`src/rtl/decode_issue.sv`:
```
// ----------------------------------------------------------------------------
// decode_issue
//
// Purpose:
//   Decode/issue stage. Takes one instruction from fetch and extracts its
//   register and CSR fields. It resolves each source operand from the
//   youngest matching forwarding source, or from the register file when no
//   source matches. It presents the result to execute through a registered
//   valid/ready output stage with a one-cycle latency.
//
//   A load-use interlock ("hazard") stalls the input. It fires when the
//   winning forwarding match for a live operand has not yet produced its
//   result. While the stage stalls, it drains any held output as a bubble.
//
// Configuration:
//   DECODE_STALL_CNT_EN - when defined, adds the perf_stall_cnt output. This
//                         is a saturating count of cycles with
//                         in_valid & hazard.
//
// Ports:
//   clk, reset                 clock, synchronous active-low reset
//   in_valid / in_ready        fetch-side handshake
//   in_pc, in_instr            instruction address and encoding
//   in_imm, in_csr_rdata       immediate and CSR read data
//   in_zimm_srca, in_is_csr    operand overrides for srca / srcb
//   rf_rd1, rf_rd2             register-file data for rs1 / rs2
//   fwd_valid, fwd_pending     per-source forwarding valid / result-not-ready
//   fwd_dst, fwd_data          per-source packed destination / data
//   flush                      kill held and incoming instruction
//   out_valid / out_ready      execute-side handshake
//   out_*                      registered decoded payload
//   hazard                     combinational load-use interlock
//   perf_stall_cnt             stall counter (only with DECODE_STALL_CNT_EN)
// ----------------------------------------------------------------------------
module decode_issue #(
    parameter int XLEN    = 64,
    parameter int NUM_FWD = 3
) (
    input  logic                    clk,
    input  logic                    reset,

    input  logic                    in_valid,
    output logic                    in_ready,
    input  logic [63:0]             in_pc,
    input  logic [31:0]             in_instr,
    input  logic [XLEN-1:0]         in_imm,
    input  logic [XLEN-1:0]         in_csr_rdata,
    input  logic                    in_zimm_srca,
    input  logic                    in_is_csr,

    input  logic [XLEN-1:0]         rf_rd1,
    input  logic [XLEN-1:0]         rf_rd2,

    input  logic [NUM_FWD-1:0]      fwd_valid,
    input  logic [NUM_FWD-1:0]      fwd_pending,
    input  logic [NUM_FWD*5-1:0]    fwd_dst,
    input  logic [NUM_FWD*XLEN-1:0] fwd_data,

    input  logic                    flush,

    output logic                    out_valid,
    input  logic                    out_ready,
    output logic [63:0]             out_pc,
    output logic [31:0]             out_instr,
    output logic [4:0]              out_rs1,
    output logic [4:0]              out_rs2,
    output logic [4:0]              out_dst,
    output logic [11:0]             out_csr,
    output logic [XLEN-1:0]         out_imm,
    output logic [XLEN-1:0]         out_srca,
    output logic [XLEN-1:0]         out_srcb,

    output logic                    hazard
`ifdef DECODE_STALL_CNT_EN
    ,
    output logic [31:0]             perf_stall_cnt
`endif
);

    logic [4:0]      rs1;
    logic [4:0]      rs2;
    logic [4:0]      dst;
    logic [11:0]     csr;

    logic [XLEN-1:0] rs1_val;
    logic [XLEN-1:0] rs2_val;
    logic            rs1_pend;
    logic            rs2_pend;
    logic [XLEN-1:0] srca;
    logic [XLEN-1:0] srcb;
    logic            accept;

    assign rs1 = in_instr[19:15];
    assign rs2 = in_instr[24:20];
    assign dst = in_instr[11:7];
    assign csr = in_instr[31:20];

    // Operand forwarding. The loop walks from the oldest source down to the
    // youngest, so a later (lower-index) match overwrites an earlier one.
    // The lowest matching index therefore wins without any priority chain.
    // Register x0 never matches, so it always reads the register file.
    always_comb begin
        rs1_val  = rf_rd1;
        rs2_val  = rf_rd2;
        rs1_pend = 1'b0;
        rs2_pend = 1'b0;
        for (int i = NUM_FWD - 1; i >= 0; i--) begin
            if (fwd_valid[i] && (fwd_dst[i*5 +: 5] == rs1) && (rs1 != 5'd0)) begin
                rs1_val  = fwd_data[i*XLEN +: XLEN];
                rs1_pend = fwd_pending[i];
            end
            if (fwd_valid[i] && (fwd_dst[i*5 +: 5] == rs2) && (rs2 != 5'd0)) begin
                rs2_val  = fwd_data[i*XLEN +: XLEN];
                rs2_pend = fwd_pending[i];
            end
        end
    end

    // Final operand selection. An operand replaced by the immediate or by
    // CSR data does not depend on its register, so a pending match on it
    // must not raise the interlock.
    assign srca   = in_zimm_srca ? in_imm       : rs1_val;
    assign srcb   = in_is_csr    ? in_csr_rdata : rs2_val;
    assign hazard = in_valid & ((~in_zimm_srca & rs1_pend) | (~in_is_csr & rs2_pend));

    assign in_ready = (~out_valid | out_ready) & ~hazard & ~flush;
    assign accept   = in_valid & in_ready;

    // Output register stage. Flush wins over everything except reset. A
    // handshake loads a new instruction. An accepted output with nothing
    // new behind it becomes a bubble. Otherwise the held output stays put
    // while downstream stalls. Payload is left alone on flush.
    always_ff @(posedge clk) begin
        if (!reset) begin
            out_valid <= 1'b0;
            out_pc    <= '0;
            out_instr <= '0;
            out_rs1   <= '0;
            out_rs2   <= '0;
            out_dst   <= '0;
            out_csr   <= '0;
            out_imm   <= '0;
            out_srca  <= '0;
            out_srcb  <= '0;
        end else if (flush) begin
            out_valid <= 1'b0;
        end else if (accept) begin
            out_valid <= 1'b1;
            out_pc    <= in_pc;
            out_instr <= in_instr;
            out_rs1   <= rs1;
            out_rs2   <= rs2;
            out_dst   <= dst;
            out_csr   <= csr;
            out_imm   <= in_imm;
            out_srca  <= srca;
            out_srcb  <= srcb;
        end else if (out_ready) begin
            out_valid <= 1'b0;
        end
    end

`ifdef DECODE_STALL_CNT_EN
    // Stall cycle counter. It counts every cycle in which a valid
    // instruction is held back by the interlock. It sticks at all-ones
    // instead of wrapping.
    always_ff @(posedge clk) begin
        if (!reset) begin
            perf_stall_cnt <= '0;
        end else if (in_valid && hazard && (perf_stall_cnt != 32'hFFFF_FFFF)) begin
            perf_stall_cnt <= perf_stall_cnt + 32'd1;
        end
    end
`endif

endmodule
```
`config.mk`:
```
export PLATFORM = sky130hd
export DESIGN_NAME = decode_issue
export DESIGN_NICKNAME = d
export VERILOG_FILES = /design/src/rtl/decode_issue.sv
export SDC_FILE = /design/constraint.sdc
export NUM_CORES = 1
export LEC_CHECK = 0
export BUFFER_PORTS_ARGS = -buffer_cell sky130_fd_sc_hd__buf_2
export CAP_MARGIN = 25
export CORE_AREA = 2 2 348 350
export CTS_BUF_LIST = sky130_fd_sc_hd__clkbuf_8 sky130_fd_sc_hd__clkbuf_16
export DETAILED_ROUTE_END_ITERATION = 10
export DIE_AREA = 0 0 350 352
export PLACE_DENSITY_LB_ADDON = 0.25
export SLEW_MARGIN = 20
export SYNTH_ARGS = -nofsm -noshare
export SYNTH_HDL_FRONTEND = slang
export SYNTH_SLANG_ARGS = --single-unit
export TNS_END_PERCENT = 30
```
`constraint.sdc`:
```
create_clock -name clk -period 5.75 [get_ports clk]
set_input_delay 0.575 -clock clk [delete_from_list [all_inputs] [get_ports clk]]
set_output_delay 0.575 -clock clk [all_outputs]
set_load 0.02 [all_outputs]
```
# --- Yosys cells after proc, flatten, opt, wreduce, memory -nomap -nowiden ---
# Cells that the tools add are included.
classes:
  addsub: 0
  multipliers: 0
  div_mod_pow: 0
  order_cmp: 0
  eq_ne: 6
  n_shift: 0
  mux: 16
  n_bitwise: 14
  reduce_logical: 17
op_table:
  columns: ["cell", "n"]
  rows:
  - ["$mux W64", 8]
  - ["$eq A5 B5 Y1", 6]
  - ["$logic_and A1 B1 Y1", 12]
  - ["$reduce_bool A5 Y1", 2]
  - ["$mux W1", 8]
  - ["$and A1 B1 Y1", 6]
  - ["$not A1 Y1", 6]
  - ["$or A1 B1 Y1", 2]
  - ["$reduce_and A2 Y1", 1]
  - ["$reduce_bool A2 Y1", 1]
  - ["$reduce_or A2 Y1", 1]
word_totals:
  register_bits: 316
  latch_bits: 0
  ram_bits: 0
  mem_bits_ro: 0
  word_cells: 63
  mem_count: 0

# --- Logic depth before layout (Yosys ltp) ---
# Gate-level depths: netlist of the first run.
depth:
  word_depth: 14
  mapped_depth: 11
  ltp_nobuf: 7

# --- Worst setup path after synthesis of the first run ---
# No wires, ideal clock.
synth_path:
  path_kind: "input -> output"
  from: "in in_instr[20]"
  to: "out in_ready"
  arrival_ns: 2.554
  t_required_ns: 5.175
  slack_ns: 2.621
  stages: 8
  n_path_buf: 1
  cell_sequence: "clkbuf_1 xnor2_1 nand4_1 or3_1 a311oi_2 o32ai_2 and2_1 nor3_1"
synth_via:
  elab_chain_cells: 12
  elab_cells_between_ends: 19
  cone_classes: "eq/ne (3); mux (3); bitwise (6); reduce/logical (7)"
synth_lines:
  columns: ["item", "line_no", "source"]
  rows:
  - ["start: declaration", "45", "input logic [31:0] in_instr,"]
  - ["$eq A5 B5 Y1", "112", "if (fwd_valid[i] && (fwd_dst[i*5 +: 5] == rs2) && (rs2 != 5'd0)) begin"]
  - ["$logic_and A1 B1 Y1 (2 in series)", "112", null]
  - ["$mux W1 (2 in series)", "112", null]
  - ["$mux W1 (*)", "112", null]
  - ["$and A1 B1 Y1 (*)", "124", "assign hazard = in_valid & ((~in_zimm_srca & rs1_pend) | (~in_is_csr & rs2_pend));"]
  - ["$or A1 B1 Y1 (*)", "124", null]
  - ["$and A1 B1 Y1 (*)", "124", null]
  - ["net hazard", "73", "output logic hazard"]
  - ["$not A1 Y1 (*)", "126", "assign in_ready = (~out_valid | out_ready) & ~hazard & ~flush;"]
  - ["$and A1 B1 Y1 (*) (2 in series)", "126", null]
  - ["end: declaration", "43", "output logic in_ready,"]
# The timed path passes the listed nets; every way through them passes the cells marked *.

# --- Final worst setup path of the first run ---
layout_path:
  from: "in in_instr[18]"
  to: "out in_ready"
layout_via:
  elab_chain_cells: 12
  elab_cells_between_ends: 19
  cone_classes: "eq/ne (3); mux (3); bitwise (6); reduce/logical (7)"
layout_lines:
  columns: ["item", "line_no", "source"]
  rows:
  - ["$eq A5 B5 Y1", "108", "if (fwd_valid[i] && (fwd_dst[i*5 +: 5] == rs1) && (rs1 != 5'd0)) begin"]
  - ["$logic_and A1 B1 Y1 (2 in series)", "108", null]
  - ["$mux W1 (2 in series)", "108", null]
  - ["$mux W1 (*)", "108", null]
  - ["$and A1 B1 Y1 (*)", "124", null]
  - ["$or A1 B1 Y1 (*)", "124", null]
  - ["$and A1 B1 Y1 (*)", "124", null]
  - ["$not A1 Y1 (*)", "126", null]
  - ["$and A1 B1 Y1 (*) (2 in series)", "126", null]
# Mark *: on every way between the ends. The rest lies on a longest branch, timed or not.

==> results.md, run 1 <==
- Synthesized flop and latch total: 289
- Vias: 18.7k
- Max-cap violations: 0
- Commonest non-fill, non-tap cell in the layout: buf_2
- Nets: 3534
- Row count: 127
- Worst vdd ir: 182 uV
- Clock share of power: 44.7%
- I/O Buffers: 889
- Synth cell types: 31
- Fin Clk Skew: 0.0265 ns
- Initial detailed-routing violation count: 1327
- Synth warn: 0
- Share of cells above drive strength 1: 33.4%
- Final Cell Area: 24300 um2
- Vias per Instance: 4.06
- Post-synth EDFFs: 0
- Chip Width: 350 um
- Tmin final: 3.96 ns
- Post-cts sizing count: 0
- DRT Pass-1 Iters: 6
- Synth Area in Compound Gates: 11.7%
- Syn_nets: 2790
- Leakage: 10.8 nW
- Final Power: 6.27 mW
- Post-route ant nets: 0
- Met3 usage: 4.22%
- Mapped Area: 17100 um2
- Worst reg-to-reg setup slack: 3.52 ns
- CP Capture Type: output pin
- Least-Margin Pin Slew: 1.09 ns
- Placed cells: 4531
- Synth-to-layout area growth: 42.1%
- Clock transition at path regs: 0.06 ns
- Crit share post-route: 69.0%
- Result of the run: finished, final reports clean
- Data arrival, critical path: 3.39 ns
- Net switching power: 1.98 mW
- Placement Cell Area: 22800 um2
- Final cell count without fillers: 4617
- Core box area: 119000 um2
- Die area: 123000 um2
- Sequential power share: 35.1%
- Post-synthesis mux area share: 16.9%
- Fraction of registers with async set/reset: 0%
- Worst hold path class: primary input to flip-flop
- Pins Over Slew Limit: 0
- Mean Syn Cell Area: 7.70 um2
- RSZ-0062 raised after global routing: no
- CP max FO: 70
- Utilization after layout: 20.3%
- Final hold slack: 0.189 ns
- Setup ws final: 1.79 ns
- Top Usage Layer GRT: met2
- Num CTS Buffers: 41
- CTS tree: built
- Number of global-route vias before repair: 18.4k
- Setup_tns: 0 ns
- Initial Util: 14.3%
- Clk root buf: clkbuf_16
- WP data required: 5.18 ns
- H-tree Lvls: 2
- Largest family of logic cells by synthesized area: simple AND/OR/NAND/NOR gates
- Residual DRC: 0
- Top FF cell, synth: dfxtp_1
- Syn Inst Count: 2218
- Commonest cells after routing, fill and taps aside: buf_2 (886), nand2_1 (707), dfxtp_1 (289)
- Post-synthesis xor/xnor area fraction: 1.54%
- First-pass GRT wire length: 139000 um
- CP Class: primary input to output pin
- Dpl hpwl: 76800 um
- Setup violators final: 0
- Setup WS pre-CTS: 1.66 ns
- Hold Buf Count CTS: 0
- Initial antenna violation count: 28
- Clock sink count: 289
- Average wire per standard cell: 22.0 um
- Met1 usage: 19.9%
- Simple-Gate Fraction of Synth Area: 29.0%
- Max clock buf depth: 3
- Placer Congestion: 0.889
- Crit path launch type: primary input
- Adder-cell area share of the yosys netlist: 0%
- Final wirelength: 102000 um
- I/O pins: 890
- Pin count of the biggest net entering global routing: 118
- Met2 usage in global routing: 26.0%
- Fin. Hold Viols: 0
- Total track usage: 15.6%
- Pint: 4.29 mW
- Switching Share: 31.5%
- Fmax: 0.252 GHz
- Rel. slew slack: 27.0%
- Register area share after synthesis: 33.9%
- Post-CTS Setup Bufs: 0
- Layout fillers: 13.6k
- Total global routing overflow: 0
- P per Cell Area: 258 nW/um2
- Gate power share: 20.2%
- Chip height: 352 um
- Worst-Skew Late Latency: 0.63 ns
-- synth_stat cells (2+ instances only) --
master,count,area (um2)
and2_1,2,12.5
xor2_1,10,87.6
mux2i_1,288,2880
xnor2_1,20,175
buf_6,13,146
or3_1,4,25.0
nand2b_1,256,1600
or4_1,2,15.0
or2_2,2,12.5
clkbuf_1,160,601
nor4_1,6,37.5
nor2_1,129,484
a311oi_2,2,30.0
o211a_1,3,30.0
o2111ai_1,128,1120
nand4_1,4,25.0
a31oi_1,128,801
buf_8,12,180
dfxtp_1,289,5790
nor2_2,2,12.5
buf_4,34,255
inv_1,4,15.0
nand2_1,708,2660
nor3_1,5,25.0
-- power by group through the flow --
stage | clock network (mW) | logic (mW) | registers (mW)
finish | 2.80 | 1.27 | 2.20
detailed placement | 0 | 1.27 | 2.24
global placement | 0 | 1.28 | 2.24
global route | 2.98 | 1.36 | 2.21
CTS | 2.91 | 1.27 | 2.20
floorplan | 0 | 0.538 | 2.38
-- sequential cells by signal, indices dropped and copies added, names as in the netlist --
| signal | count |
|---|---|
| out_imm | 64 |
| out_pc | 64 |
| out_srca | 64 |
| out_srcb | 64 |
| out_instr | 32 |
| out_valid | 1 |
-- critical path: stages --
cell      delay (ns)
buf_2           0.16
or4_1           0.55
nor2_2          0.21
or3_4           0.71
a311oi_2        0.22
o32ai_2         0.45
and2_1          0.24
nor3_1          0.08
buf_2           0.18
-- cell families after synthesis --
logic type,Yosys count
compound gates,263
xor+xnor,30
flops,289
buf+inv,223
mux,288
simple gates,1125
-- area by class of cell --
cell class,count,area [um2],share of cell area (%)
Inverter,4,15.0,0.0619
Multi-Input combinational cell,1706,10200,41.9
Clock buffer,49,1140,4.68
Tap cell,1612,2020,8.31
Timing Repair Buffer,920,4810,19.8
Clock inverter,25,318,1.31
Antenna cell,12,30.0,0.124
Sequential cell,289,5790,23.8
-- final timing paths --
kind | start | to | depth (start not counted)
min | in_pc[8] | out_pc[8] | 3
min reg2reg | out_instr[2] | out_instr[2] | 2
max | in_instr[18] | in_ready | 9
max reg2reg | out_valid | out_srca[39] | 5
-- layer usage --
metal  part of all wire [%]  routed length, um
met5                   0.12                126
met1                     43              43800
met4                    2.0               1990
met2                     47              48100
met3                    7.4               7480
Note: power is estimated with default switching activity, not from simulation.
==> run 2: changes to the inputs <==
==> constraint.sdc (replaced) <==
create_clock -name clk -period 3.48 [get_ports clk]
set_input_delay 0.348 -clock clk [delete_from_list [all_inputs] [get_ports clk]]
set_output_delay 0.348 -clock clk [all_outputs]
set_load 0.02 [all_outputs]
==> run 2 against run 1 <==
Effect of this change:
- sequential power up 65%
- hold slack lost 0.14 ns
- clock-buffer cell count rose by 1
- flip-flop and latch count unchanged
- critical path type unchanged
- largest cell class unchanged
- largest power group unchanged
- highest routed layer unchanged
==> results.md, run 2 (synthesized netlist as in run 1, its figures left out) <==
- Vias: 19.5k
- CP Capture Type: output pin
- Setup WS pre-CTS: 0.232 ns
- Num CTS Buffers: 40
- Vias per Instance: 4.07
- Leakage: 11.7 nW
- Pin count of the biggest net entering global routing: 77
- Worst-Skew Late Latency: 0.62 ns
- Max clock buf depth: 3
- Crit share post-route: 82.1%
- I/O pins: 890
- Setup violators final: 0
- Commonest cells after routing, fill and taps aside: buf_2 (886), nand2_1 (707), dfxtp_1 (289)
- Critical-path cell with the highest stage delay: or4_1
- Pins Over Slew Limit: 0
- Final Cell Area: 26300 um2
- Share of cells above drive strength 1: 33.0%
- Number of global-route vias before repair: 19.1k
- Chip Width: 350 um
- Clk root buf: clkbuf_16
- Layout fillers: 13.4k
- Post-route ant nets: 0
- Commonest non-fill, non-tap cell in the layout: buf_2
- Setup ws final: 0.622 ns
- Average wire per standard cell: 21.0 um
- Crit path launch type: primary input
- RSZ-0062 raised after global routing: no
- Worst vdd ir: 314 uV
- CTS tree: built
- Initial antenna violation count: 23
- Rel. slew slack: 48.5%
- Final wirelength: 101000 um
- Total global routing overflow: 0
- Final hold slack: 0.0502 ns
- Tmin final: 2.86 ns
- Least-Margin Pin Slew: 0.773 ns
- I/O Buffers: 889
- Nets: 3722
- Fin. Hold Viols: 0
- Max-cap violations: 0
- Chip height: 352 um
- First-pass GRT wire length: 141000 um
- CP Class: primary input to output pin
- Most common cell on crit path: buf_2
- Clock transition at path regs: 0.06 ns
- Fmax: 0.350 GHz
- Hold_sp: in_imm[40]
- Worst hold path class: primary input to flip-flop
- Post-CTS Setup Bufs: 0
- P per Cell Area: 403 nW/um2
- Setup_tns: 0 ns
- Initial Util: 14.3%
- Die area: 123000 um2
- WP data required: 3.13 ns
- Synth-to-layout area growth: 54.1%
- Max incr delay on CP: 0.59 ns
- Core box area: 119000 um2
- Total track usage: 15.6%
- CP max FO: 5
- Row count: 127
- Fin Clk Skew: 0.0266 ns
- Clock sink count: 289
- H-tree Lvls: 2
- Result of the run: finished, final reports clean
- Crit-path cells: buf_2, or4_1, nor2_2, or3_4, a311oi_2, o32ai_2, and2_1, nor3_1, buf_2
- Worst r2r src: out_valid
- Crit path from: in_instr[17]
- Dpl hpwl: 79300 um
- Placer Congestion: 0.922
- Post-cts sizing count: 0
- Initial detailed-routing violation count: 1551
- Placement Cell Area: 23400 um2
- Residual DRC: 0
- DRT Pass-1 Iters: 6
- Data arrival, critical path: 2.51 ns
-- run 2: cell count changes in the layout (fill, tap and decap cells not counted), sizes merged --
| cell | change |
|---|---|
| buf | +47 |
| bufinv | +1 |
| clkbuf | +1 |
| clkinv | -4 |
| clkinvlp | +2 |
| diode | +2 |
| dlygate4sd3 | +142 |
| inv | -2 |
-- run 2: where the power goes --
part | internal (mW) | switching, mW
Sequential | 3.51 | 0.115
Clock | 2.85 | 1.82
Combinational | 0.952 | 1.35
-- run 2: routing by layer --
layer / vias up / share of wire (%) / track usage, %
li1: 9383 / - / -
met1: 9322 / 44 / 20.5
met2: 726 / 47 / 25.8
met3: 103 / 6.9 / 3.40
met4: 8 / 1.8 / 3.88
met5: - / 0.056 / 0
-- run 2: worst paths after layout --
path	endpoint	slack, ns	cells after the start
worst max-delay path	in_ready	0.62	9
worst min-delay path	out_imm[40]	0.05	3
worst max register to register	out_srcb[39]	1.78	5
worst min register to register	out_srcb[34]	0.45	2
-- run 2: repair_timing --
item                                    4_1_cts  5_1_grt
hold endpoints to repair                    142        0
hold buffers                                142        0
endpoints found under the setup margin        0        0
-- run 2: cell type report --
type / instances / area (um2) / area share [%]
Multi-Input combinational cell: 1706 / 10200 / 38.6
Timing Repair Buffer: 1109 / 6850 / 26.0
Tap cell: 1612 / 2020 / 7.66
Clock buffer: 50 / 1140 / 4.33
Inverter: 4 / 15.0 / 0.0570
Sequential cell: 289 / 5790 / 22.0
Antenna cell: 14 / 35.0 / 0.133
Clock inverter: 22 / 325 / 1.24
-- run 2: through the flow --
stage / utilization (%) / total power, mW / instances
2_1_floorplan: - / 4.82 / 2218
3_3_place_gp: 19.6 / 5.88 / 4578
3_5_place_dp: 19.6 / 5.87 / 4578
4_1_cts: 22.0 / 10.8 / 4792
5_1_grt: 22.0 / 11.1 / 4800
6_report: 22.1 / 10.6 / 4806
-- run 2: critical path: cells and delay by family --
kind                   cells  cell delay (ns)
AO/OA/AOI/OAI              2             0.54
AND/OR/NAND/NOR            5             1.29
buffers and inverters      2             0.32
==> run 3: changes to the inputs <==
==> constraint.sdc (replaced) <==
create_clock -name clk -period 2.8 [get_ports clk]
set_input_delay 0.28 -clock clk [delete_from_list [all_inputs] [get_ports clk]]
set_output_delay 0.28 -clock clk [all_outputs]
set_load 0.02 [all_outputs]
==> run 3 against run 2 <==
Effect of this change:
- core utilization grew 0.67 points
- largest power group unchanged
- clock skew fell by 0.020 ns
- first-iteration DRC count decreased by 9.3%
- clock power rose by 20%
- critical path depth rose by 2
- sequential power increased by 25%
- critical path type unchanged
- highest routed layer unchanged
- total power up 24%
- die area stayed put
- global-route usage is 0.24 points higher
==> results.md, run 3 (synthesized netlist as in run 1, its figures left out) <==
- First-pass GRT wire length: 142000 um
- Clock transition at path regs: 0.06 ns
- Layout fillers: 13.4k
- Fin. Hold Viols: 0
- Total global routing overflow: 0
- Max-cap violations: 0
- Tmin final: 2.66 ns
- Clock sink count: 289
- I/O pins: 890
- Max clock buf depth: 3
- Leakage: 12.1 nW
- Dpl hpwl: 81400 um
- Worst hold path class: primary input to flip-flop
- Post-route ant nets: 0
- Final wirelength: 103000 um
- Setup_tns: 0 ns
- CTS tree: built
- Vias: 19.8k
- Crit share post-route: 95.0%
- Commonest non-fill, non-tap cell in the layout: buf_2
- CP Capture Type: output pin
- Setup violators final: 0
- WP data required: 2.52 ns
- Final Cell Area: 27100 um2
- Multi-input gate area: 10200 um2
- Pins Over Slew Limit: 0
- RSZ-0062 raised after global routing: no
- Placement Cell Area: 24100 um2
- Synth-to-layout area growth: 58.8%
- DRT Pass-1 Iters: 7
- H-tree Lvls: 2
- Vias per Instance: 4.05
- Register area: 5790 um2
- CP max FO: 2
- Chip height: 352 um
- Final hold slack: 0.0748 ns
- Initial antenna violation count: 24
- I/O Buffers: 889
- Pin count of the biggest net entering global routing: 81
- Crit path launch type: primary input
- Worst vdd ir: 366 uV
- Clk root buf: clkbuf_16
- Residual DRC: 0
- Fmax: 0.376 GHz
- Number of global-route vias before repair: 19.8k
- Worst-Skew Late Latency: 0.59 ns
- Initial detailed-routing violation count: 1406
- Chip Width: 350 um
- Num CTS Buffers: 41
- Die area: 123000 um2
- Total track usage: 15.9%
- Average wire per standard cell: 21.0 um
- Fin Clk Skew: 0.00688 ns
- P per Cell Area: 483 nW/um2
- CP Class: primary input to output pin
- Row count: 127
- Share of cells above drive strength 1: 34.8%
- Data arrival, critical path: 2.38 ns
- Least-Margin Pin Slew: 0.785 ns
- Rel. slew slack: 47.7%
- Result of the run: finished, final reports clean
- Commonest cells after routing, fill and taps aside: buf_2 (885), nand2_1 (707), dfxtp_1 (289)
- Nets: 3807
- Initial Util: 14.3%
- Placer Congestion: 0.890
- Core box area: 119000 um2
==> run 3: changes by cell type in the layout (fill, tap and decap cells not counted), sizes merged <==
cell / change
buf: +76
bufinv: -4
diode: -2
dlygate4sd3: +8
clkbuf: +2
clkinvlp: +1
inv: -3
clkinv: +7
==> run 3: final timing paths <==
check / startpoint / end / slack, ns / cells past startpoint
worst max-delay path: in_instr[17] / in_ready / 0.14 / 11
worst max register to register: out_valid / out_pc[13] / 1.13 / 6
worst min-delay path: flush / out_valid / 0.07 / 3
worst min register to register: out_srca[18] / out_srca[18] / 0.45 / 2
==> run 3: metal layers <==
layer / vias up / global-route usage (%) / wire length (um)
met5: - / 0 / 70
met4: 12 / 4.84 / 2750
met3: 144 / 3.80 / 7290
met2: 693 / 26.2 / 48000
met1: 9389 / 20.2 / 44500
li1: 9563 / - / -
==> run 3: metrics by stage <==
step | setup slack [ns] | utilization (%) | instances | power (mW)
after floorplan | 0.261 | - | 2218 | 5.99
after global placement | -0.221 | 20.2 | 4653 | 7.42
after detailed placement | -0.221 | 20.2 | 4653 | 7.41
after CTS | 0.0230 | 22.7 | 4878 | 13.3
after global routing | 0.0404 | 22.7 | 4886 | 13.7
final | 0.139 | 22.7 | 4891 | 13.1
==> run 3: layout make-up <==
| class | count | area share, % |
|---|---|---|
| multi-input cells | 1706 | 37.5 |
| repair buffers | 1193 | 28.2 |
| flip-flops and latches | 289 | 21.3 |
| well taps | 1612 | 7.44 |
| clock buffers | 52 | 4.34 |
| clock inverters | 23 | 0.978 |
| diodes | 12 | 0.111 |
| inverters | 4 | 0.0554 |
==> run 3: worst max-delay path, cell delays in order <==
cell      delay, ns
buf_2          0.11
or4_4          0.55
nor2_2         0.12
nor4_1         0.07
buf_4          0.14
a311oi_2       0.27
o32ai_2        0.13
buf_4          0.15
and2_1         0.18
nor3_1         0.20
buf_4          0.18
==> run 3: repair_timing <==
action                                  in CTS  in global routing
hold endpoints to repair                   150                  0
endpoints found under the setup margin       0                  1
buffers inserted                             0                  1
resized for setup                            0                  5
hold buffers                               150                  0
==> run 3: power breakdown <==
| part | switching (mW) | leakage (nW) | internal, mW | total [mW] |
|---|---|---|---|---|
| clock network | 2.30 | 0.715 | 3.30 | 5.60 |
| registers | 0.152 | 2.36 | 4.37 | 4.52 |
| logic | 1.71 | 9.06 | 1.27 | 2.99 |
| total | 4.17 | 12.1 | 8.94 | 13.1 |
